===== src/rtl/multicycle_sequencer.sv =====
// multicycle_sequencer: multicycle control FSM with a bounded mult/div handshake
module multicycle_sequencer #(
    parameter int MD_TIMEOUT = 63,
    parameter int CNT_W      = 6
) (
    input  logic       clock,
    input  logic       reset,
    input  logic [4:0] opcode,
    input  logic [4:0] alu_op,
    input  logic       branch_taken,
    input  logic       bex_cond,
    input  logic       md_ready,
    output logic       ir_write,
    output logic       pc_write,
    output logic [1:0] pc_src,
    output logic       reg_write,
    output logic [1:0] rd_sel,
    output logic [2:0] wb_sel,
    output logic       alu_b_imm,
    output logic       mem_write,
    output logic       md_start,
    output logic       instr_done,
    output logic       md_timeout,
    output logic [2:0] state
);
    typedef enum logic [2:0] {
        FETCH  = 3'd0,
        DECODE = 3'd1,
        EXEC   = 3'd2,
        MEM    = 3'd3,
        WB     = 3'd4,
        MDWAIT = 3'd5
    } state_t;

    state_t           cur, nxt;
    logic [CNT_W-1:0] cnt;
    logic             to_set;
    logic             is_r, is_md, is_j, is_jal, is_jr, is_bex, is_setx;
    logic             is_addi, is_bne, is_blt, is_sw, is_lw;

    assign is_r    = opcode == 5'b00000;
    assign is_md   = is_r && (alu_op == 5'b00110 || alu_op == 5'b00111);
    assign is_j    = opcode == 5'b00001;
    assign is_bne  = opcode == 5'b00010;
    assign is_jal  = opcode == 5'b00011;
    assign is_jr   = opcode == 5'b00100;
    assign is_addi = opcode == 5'b00101;
    assign is_blt  = opcode == 5'b00110;
    assign is_sw   = opcode == 5'b00111;
    assign is_lw   = opcode == 5'b01000;
    assign is_setx = opcode == 5'b10101;
    assign is_bex  = opcode == 5'b10110;
    assign state   = cur;

    always_ff @(posedge clock or posedge reset) begin
        if (reset) begin
            cur        <= FETCH;
            cnt        <= '0;
            md_timeout <= 1'b0;
        end else begin
            cur        <= nxt;
            cnt        <= (cur == MDWAIT && nxt == MDWAIT) ? cnt + 1'b1 : '0;
            md_timeout <= md_timeout | to_set;
        end
    end

    always_comb begin
        nxt        = cur;
        ir_write   = 1'b0;
        pc_write   = 1'b0;
        pc_src     = 2'd0;
        reg_write  = 1'b0;
        rd_sel     = 2'd0;
        wb_sel     = 3'd0;
        alu_b_imm  = 1'b0;
        mem_write  = 1'b0;
        md_start   = 1'b0;
        instr_done = 1'b0;
        to_set     = 1'b0;
        case (cur)
            FETCH: begin
                ir_write = 1'b1;
                pc_write = 1'b1;
                nxt      = DECODE;
            end
            DECODE: begin
                if (is_j || is_jal || is_jr || is_bex) begin
                    pc_write = is_bex ? bex_cond : 1'b1;
                    pc_src   = is_jr ? 2'd3 : 2'd2;
                end
                if (is_jal || is_setx) begin
                    reg_write = 1'b1;
                    rd_sel    = is_jal ? 2'd1 : 2'd2;
                    wb_sel    = is_jal ? 3'd2 : 3'd3;
                end
                if (is_md) begin
                    md_start = 1'b1;
                    nxt      = MDWAIT;
                end else if (is_r || is_addi || is_bne || is_blt || is_sw || is_lw) begin
                    nxt = EXEC;
                end else begin
                    instr_done = 1'b1;
                    nxt        = FETCH;
                end
            end
            EXEC: begin
                alu_b_imm = is_addi || is_sw || is_lw;
                if (is_bne || is_blt) begin
                    pc_write   = branch_taken;
                    pc_src     = 2'd1;
                    instr_done = 1'b1;
                    nxt        = FETCH;
                end else begin
                    nxt = (is_sw || is_lw) ? MEM : WB;
                end
            end
            MEM: begin
                alu_b_imm  = 1'b1;
                mem_write  = is_sw;
                instr_done = is_sw;
                nxt        = is_sw ? FETCH : WB;
            end
            WB: begin
                reg_write  = 1'b1;
                wb_sel     = is_lw ? 3'd1 : is_md ? 3'd4 : 3'd0;
                instr_done = 1'b1;
                nxt        = FETCH;
            end
            MDWAIT: begin
                // a result arriving on the last allowed cycle still beats the abort
                if (md_ready) begin
                    nxt = WB;
                end else if (cnt == CNT_W'(MD_TIMEOUT - 1)) begin
                    to_set     = 1'b1;
                    instr_done = 1'b1;
                    nxt        = FETCH;
                end
            end
            default: nxt = FETCH;
        endcase
        if (reset) begin
            ir_write   = 1'b0;
            pc_write   = 1'b0;
            pc_src     = 2'd0;
            reg_write  = 1'b0;
            rd_sel     = 2'd0;
            wb_sel     = 3'd0;
            alu_b_imm  = 1'b0;
            mem_write  = 1'b0;
            md_start   = 1'b0;
            instr_done = 1'b0;
            to_set     = 1'b0;
        end
    end
endmodule

===== config.mk =====
export PLATFORM = sky130hd
export DESIGN_NAME = multicycle_sequencer
export DESIGN_NICKNAME = d
export VERILOG_FILES = /design/src/rtl/multicycle_sequencer.sv
export SDC_FILE = /design/constraint.sdc
export NUM_CORES = 1
export LEC_CHECK = 0
export ABC_AREA = 1
export BUFFER_PORTS_ARGS = -buffer_cell sky130_fd_sc_hd__buf_2
export CELL_PAD_IN_SITES_DETAIL_PLACEMENT = 0
export CELL_PAD_IN_SITES_GLOBAL_PLACEMENT = 2
export CORE_UTILIZATION = 25
export DETAILED_ROUTE_END_ITERATION = 16
export PLACE_DENSITY = 0.89
export SETUP_SLACK_MARGIN = 0.1
export SLEW_MARGIN = 20
export SYNTH_ARGS = -nofsm -noshare
export SYNTH_HDL_FRONTEND = slang
export SYNTH_SLANG_ARGS = --single-unit

===== constraint.sdc =====
create_clock -name clock -period 2.5 [get_ports clock]
set_input_delay 0.5 -clock clock [delete_from_list [all_inputs] [get_ports clock]]
set_output_delay 0.5 -clock clock [all_outputs]
set_load 0.02 [all_outputs]

Word-level counts from Yosys, hierarchy flattened
Cells that the tools add are included.
{"block": "op_classes", "addsub": 1, "n_eq_ne": 19, "muxes": 50, "n_bitwise": 1, "reduce_logical": 18}
{"operator": "equality test 5 x 3 -> 1 bit (second input constant)", "n": 6}
{"operator": "2-to-1 mux 3 bit", "n": 9}
{"operator": "2-to-1 mux 1 bit", "n": 25}
{"operator": "2-to-1 mux 2 bit", "n": 8}
{"operator": "case mux 3 bit (5 select lines)", "n": 1}
{"operator": "logical OR 1 bit", "n": 14}
{"operator": "equality test 5 x 2 -> 1 bit (second input constant)", "n": 2}
{"operator": "equality test 5 bit (second input constant)", "n": 2}
{"operator": "equality test 3 bit (second input constant)", "n": 3}
{"operator": "adder 6 x 1 -> 6 bit (second input constant)", "n": 1}
{"operator": "equality test 3 x 2 -> 1 bit (second input constant)", "n": 2}
{"operator": "equality test 6 bit (second input constant)", "n": 1}
{"operator": "2-to-1 mux 6 bit", "n": 1}
{"operator": "case mux 3 bit (2 select lines)", "n": 1}
{"operator": "equality test 5 x 1 -> 1 bit (second input constant)", "n": 1}
{"operator": "equality test 5 x 4 -> 1 bit (second input constant)", "n": 1}
{"operator": "logical NOT 5 bit", "n": 1}
{"operator": "case mux 1 bit (5 select lines)", "n": 1}
{"operator": "case mux 1 bit (2 select lines)", "n": 2}
{"operator": "case mux 2 bit (2 select lines)", "n": 1}
{"operator": "equality test 3 x 1 -> 1 bit (second input constant)", "n": 1}
{"operator": "logical NOT 3 bit", "n": 1}
{"operator": "case mux 1 bit (3 select lines)", "n": 1}
{"operator": "logical AND 1 bit", "n": 2}
{"operator": "bitwise OR 1 bit", "n": 1}
{"block": "totals", "reg_bits": 10, "inputBits": 15, "output_inout_bits": 18, "word_cells": 92}

Logic depth before layout (Yosys ltp)
{"block": "depth", "word_depth": 12, "depth_mapped": 9}

Worst setup path before layout
OpenSTA, ideal clock, no wires.
{"block": "synth_timing", "path_kind": "input to output", "startpoint": "input reset", "endpoint": "output wb_sel[0]", "arrival_ns": 1.461, "t_required_ns": 2.000, "slack_ns": 0.539, "stages": 3, "path_buffers": 0, "path_cell_list": "inv_1 nand3_1 o21ai_0"}
{"block": "synth_via", "elab_chain_cells": 1}
{"element": "from (decl)", "line": "7", "source": "input logic reset,"}
{"element": "2-to-1 mux 3 bit", "line": "141", "source": "if (reset) begin"}
{"element": "to (decl)", "line": "18", "source": "output logic [2:0] wb_sel,"}
No other way between the ends.

Final worst setup path
{"block": "layout_timing", "startpoint": "register cnt[0]", "endpoint": "output instr_done"}
{"block": "layout_via", "elab_chain_cells": 5}
{"element": "from (decl)", "line": "36", "source": "logic [CNT_W-1:0] cnt;"}
{"element": "from (signal assigned)", "line": "62", "source": "cnt <= (cur == MDWAIT && nxt == MDWAIT) ? cnt + 1'b1 : '0;"}
{"element": "equality test 6 bit", "line": "133", "source": "end else if (cnt == CNT_W'(MD_TIMEOUT - 1)) begin"}
{"element": "2-to-1 mux 1 bit", "line": "133"}
{"element": "2-to-1 mux 1 bit", "line": "131", "source": "if (md_ready) begin"}
{"element": "case mux 1 bit (5 select lines)", "line": "80", "source": "case (cur)"}
{"element": "2-to-1 mux 1 bit", "line": "141"}
{"element": "to (decl)", "line": "22", "source": "output logic instr_done,"}
No other way between the ends.

==> flow_metrics.py <==
metrics = {
    "run_status": {
        "status": "complete, no violations",
    },
    "critical_path": {
        "endpoint": "instr_done",
        "end_kind": "output pin",
        "cpMaxStageDelayCell": "dfrtp_1",
        "cp.arrival_ps": 1690,
        "critPathLaunch": "cnt[0]",
        "critPathMaxFanout": 4,
        "crit_required_ps": 2000,
        "crit_path_max_incr_delay_ps": 410,
        "rr_endpoint": "state[0]",
        "rr_worst_depth": 7,
        "critical_path_class": "register to output pin",
        "start_kind": "register",
        "reg2reg_slack_ps": 1180,
        "rr_startpoint": "cnt[0]",
        "worstPathCellList": "inv_1 > ha_1 > nand3_1 > nor2_1 > nand3_1 > nand2_1 > o21ai_0 > nand2_1 > buf_2",
    },
    "sta": {
        "worst_pin_slew_ps": 264.7,
        "fin_skew_ps": 1.775,
        "hold_viol_final": 0,
        "rsz0062_at_grt": "no",
        "min_period_ps": 2188,
        "final.setup.tns_ps": 0,
        "slew_headroom": 0.8234,
        "slew_viol_final": 0,
        "max_freq_mhz": 457.1,
        "setup_viol_count_final": 0,
        "timing.final.crit_share": 0.8750,
        "whs_ps": 223.6,
    },
    "final_layout": {
        "area_growth_syn_to_layout_pct": 29.00,
        "nNetsFinal": 185,
        "num_antenna_cells": 0,
        "seq_area_sq_um": 250.2,
        "multiInputGateArea_sq_um": 495.5,
        "drive_above_1_share": 0.2952,
        "fillers": 371,
    },
    "floorplan": {
        "start_util": 0.2669,
        "io_pins": 33,
        "die_y_um": 59.56,
        "dieArea_sq_mm": 0.003547,
        "core_area_sq_mm": 0.003103,
        "rows": 20,
        "fp.dieW_um": 59.56,
    },
    "grt": {
        "grt_max_degree": 9,
        "antenna_found_initial": 0,
        "grt_usage": 0.1177,
        "grt_overflow": 0,
        "grt_pass1_vias": 766,
        "grt_pass1_wl_um": 3222,
    },
    "synth": {
        "syn_avg_cell_area_sq_um": 6.323,
        "synth_cells": 131,
        "synthFlopType": "dfrtp_1",
        "syn_nets": 148,
        "synth-seq-cells": 10,
        "async_reset_ff_frac": 1.000,
        "synth_common_cells": "29 x nand2_1, 23 x nor2_1, 19 x inv_1, 17 x nand3_1, 10 x dfrtp_1",
        "synth_top_area_share": 0.3021,
        "ys_seq_area_frac": 0.3021,
        "syn-cell-area_sq_um": 828.3,
        "synth_area_leaders": "dfrtp_1 30%, nand2_1 13%, nor2_1 10%, nand3_1 10%, inv_1 8.6%",
        "yosysWarningCount": 0,
        "ys_types": 22,
        "synth.most_common_cell": "nand2_1",
        "yosys.area.top_type": "dfrtp_1",
        "synth_edf_count": 0,
    },
    "routing": {
        "via_count": 903,
        "via_per_inst": 4.300,
        "detail_route.wirelength_um": 2065,
        "ant_nets": 0,
        "routedWlPerCell_um": 9.833,
        "drt_iter0_markers": 35,
        "drc_errors": 0,
        "drt_pre_antenna_iters": 4,
    },
    "pwr": {
        "p_comb_frac": 0.505,
        "total_power_uw": 636.9,
        "leakage_uw": 0.0005957,
        "switching_share": 0.4618,
        "p_per_area_mw_per_mm2": 596.0,
        "p_sw_uw": 294.1,
        "clkPwrFrac": 0.161,
        "peakVddDrop_mv": 0.1984,
        "power_frac_seq": 0.333,
        "internal_power_uw": 342.8,
    },
    "clock_tree": {
        "clockBufferDepth": 2,
        "cts_tree": "done",
        "clock-sinks": 10,
        "insertion_delay_ps": 250,
        "htreeDepth": 1,
        "ctsRootBufferMaster": "clkbuf_4",
        "cts-resized-gates": 0,
        "cts_made_buffers": 3,
        "path_clk_slew_ps": 60,
        "cts_setup_buffers": 0,
        "hold_buffers": 0,
    },
    "placement": {
        "port_buffers": 31,
        "gp_congestion": 0.8235,
        "hpwlAfterDp_um": 1723,
    },
    "min_path": {
        "hp-class": "primary input to asynchronous set/reset pin",
    },
    "job": {
        "maxCapViolCount": 0,
    },
}
==> area by class of cell <==
type	instances	share of cell area
multi-input combinational	99	0.4637
sequential	10	0.2342
timing repair buffer	32	0.1522
inverter	22	0.07728
tap	44	0.05152
clock buffer	3	0.02108
==> sequential cells by signal (all words and copies together) (netlist names) <==
name and flops:
md_timeout 1, cnt 6, state 3
==> power groups by stage <==
stage	logic [uW]	clock network [uW]	registers (uW)
6_report	322	103	212
4_1_cts	324	107	212
3_5_place_dp	322	0	215
2_1_floorplan	206	0	233
3_3_place_gp	323	0	215
5_1_grt	353	114	217
==> critical path: cells and delay by family (launching register included) <==
kind            cells  cell delay (ps)
simple gates        5              580
flops               1              410
buf+inv             2              230
fa+ha+maj           1              140
compound gates      1               70
==> placed cells by master, fill, tap and decap left out <==
| cell type | Yosys | routed |
|---|---|---|
| nor2_4 | 1 | 1 |
| xnor2_1 | 1 | 1 |
| a21oi_1 | 2 | 2 |
| nor3_1 | 2 | 2 |
| o22ai_1 | 1 | 1 |
| nor2_1 | 23 | 23 |
| a31oi_1 | 1 | 1 |
| ha_1 | 2 | 2 |
| buf_4 | 0 | 1 |
| nand2_2 | 3 | 3 |
| inv_2 | 3 | 3 |
| and2_1 | 1 | 1 |
| clkbuf_4 | 0 | 3 |
| nand3_1 | 17 | 17 |
| o21ai_0 | 2 | 2 |
| nand4_1 | 4 | 4 |
| a21oi_2 | 1 | 1 |
| nand2_1 | 29 | 29 |
| buf_2 | 0 | 31 |
| xor2_1 | 2 | 2 |
| dfrtp_1 | 10 | 10 |
| nor2_2 | 5 | 5 |
| o21bai_1 | 1 | 1 |
| nor3b_2 | 1 | 1 |
| inv_1 | 19 | 19 |
==> through the flow <==
step	instances	cell area [sq um]	utilization	setup WS, ps
after floorplan	131	828.3	-	538.7
after global placement	207	1046	0.3371	497.9
after detailed placement	207	1046	0.3371	510.5
after CTS	210	1069	0.3444	300.0
after global routing	210	1069	0.3444	164.0
final	210	1069	0.3444	312.4
==> worst min-delay path by stage <==
stage / start / to
after global placement: md_timeout / md_timeout
after floorplan: reset / cnt[0]
after global routing: reset / state[1]
after CTS: reset / state[1]
final: reset / state[1]
after detailed placement: md_timeout / md_timeout
==> per-layer routing <==
metal  global-route usage  up-vias  wire length [um]
li1                     -      485                 -
met1               0.1868      389              1132
met2               0.1621       27               821
met3              0.01747        2               102
met4              0.02990        0                 9
met5                    0        -                 0
==> cell families (layout without fill, tap and decap cells) <==
group                    after synthesis  count (layout)  synth area share
AO/OA/AOI/OAI                          8               8           0.05893
XOR/XNOR                               3               3           0.03173
adder cells (fa/ha/maj)                2               2           0.03021
buffers and inverters                 22              57           0.09970
flip-flops                            10              10            0.3021
AND/OR/NAND/NOR                       86              86            0.4773
(Power assumes the default switching activity.)
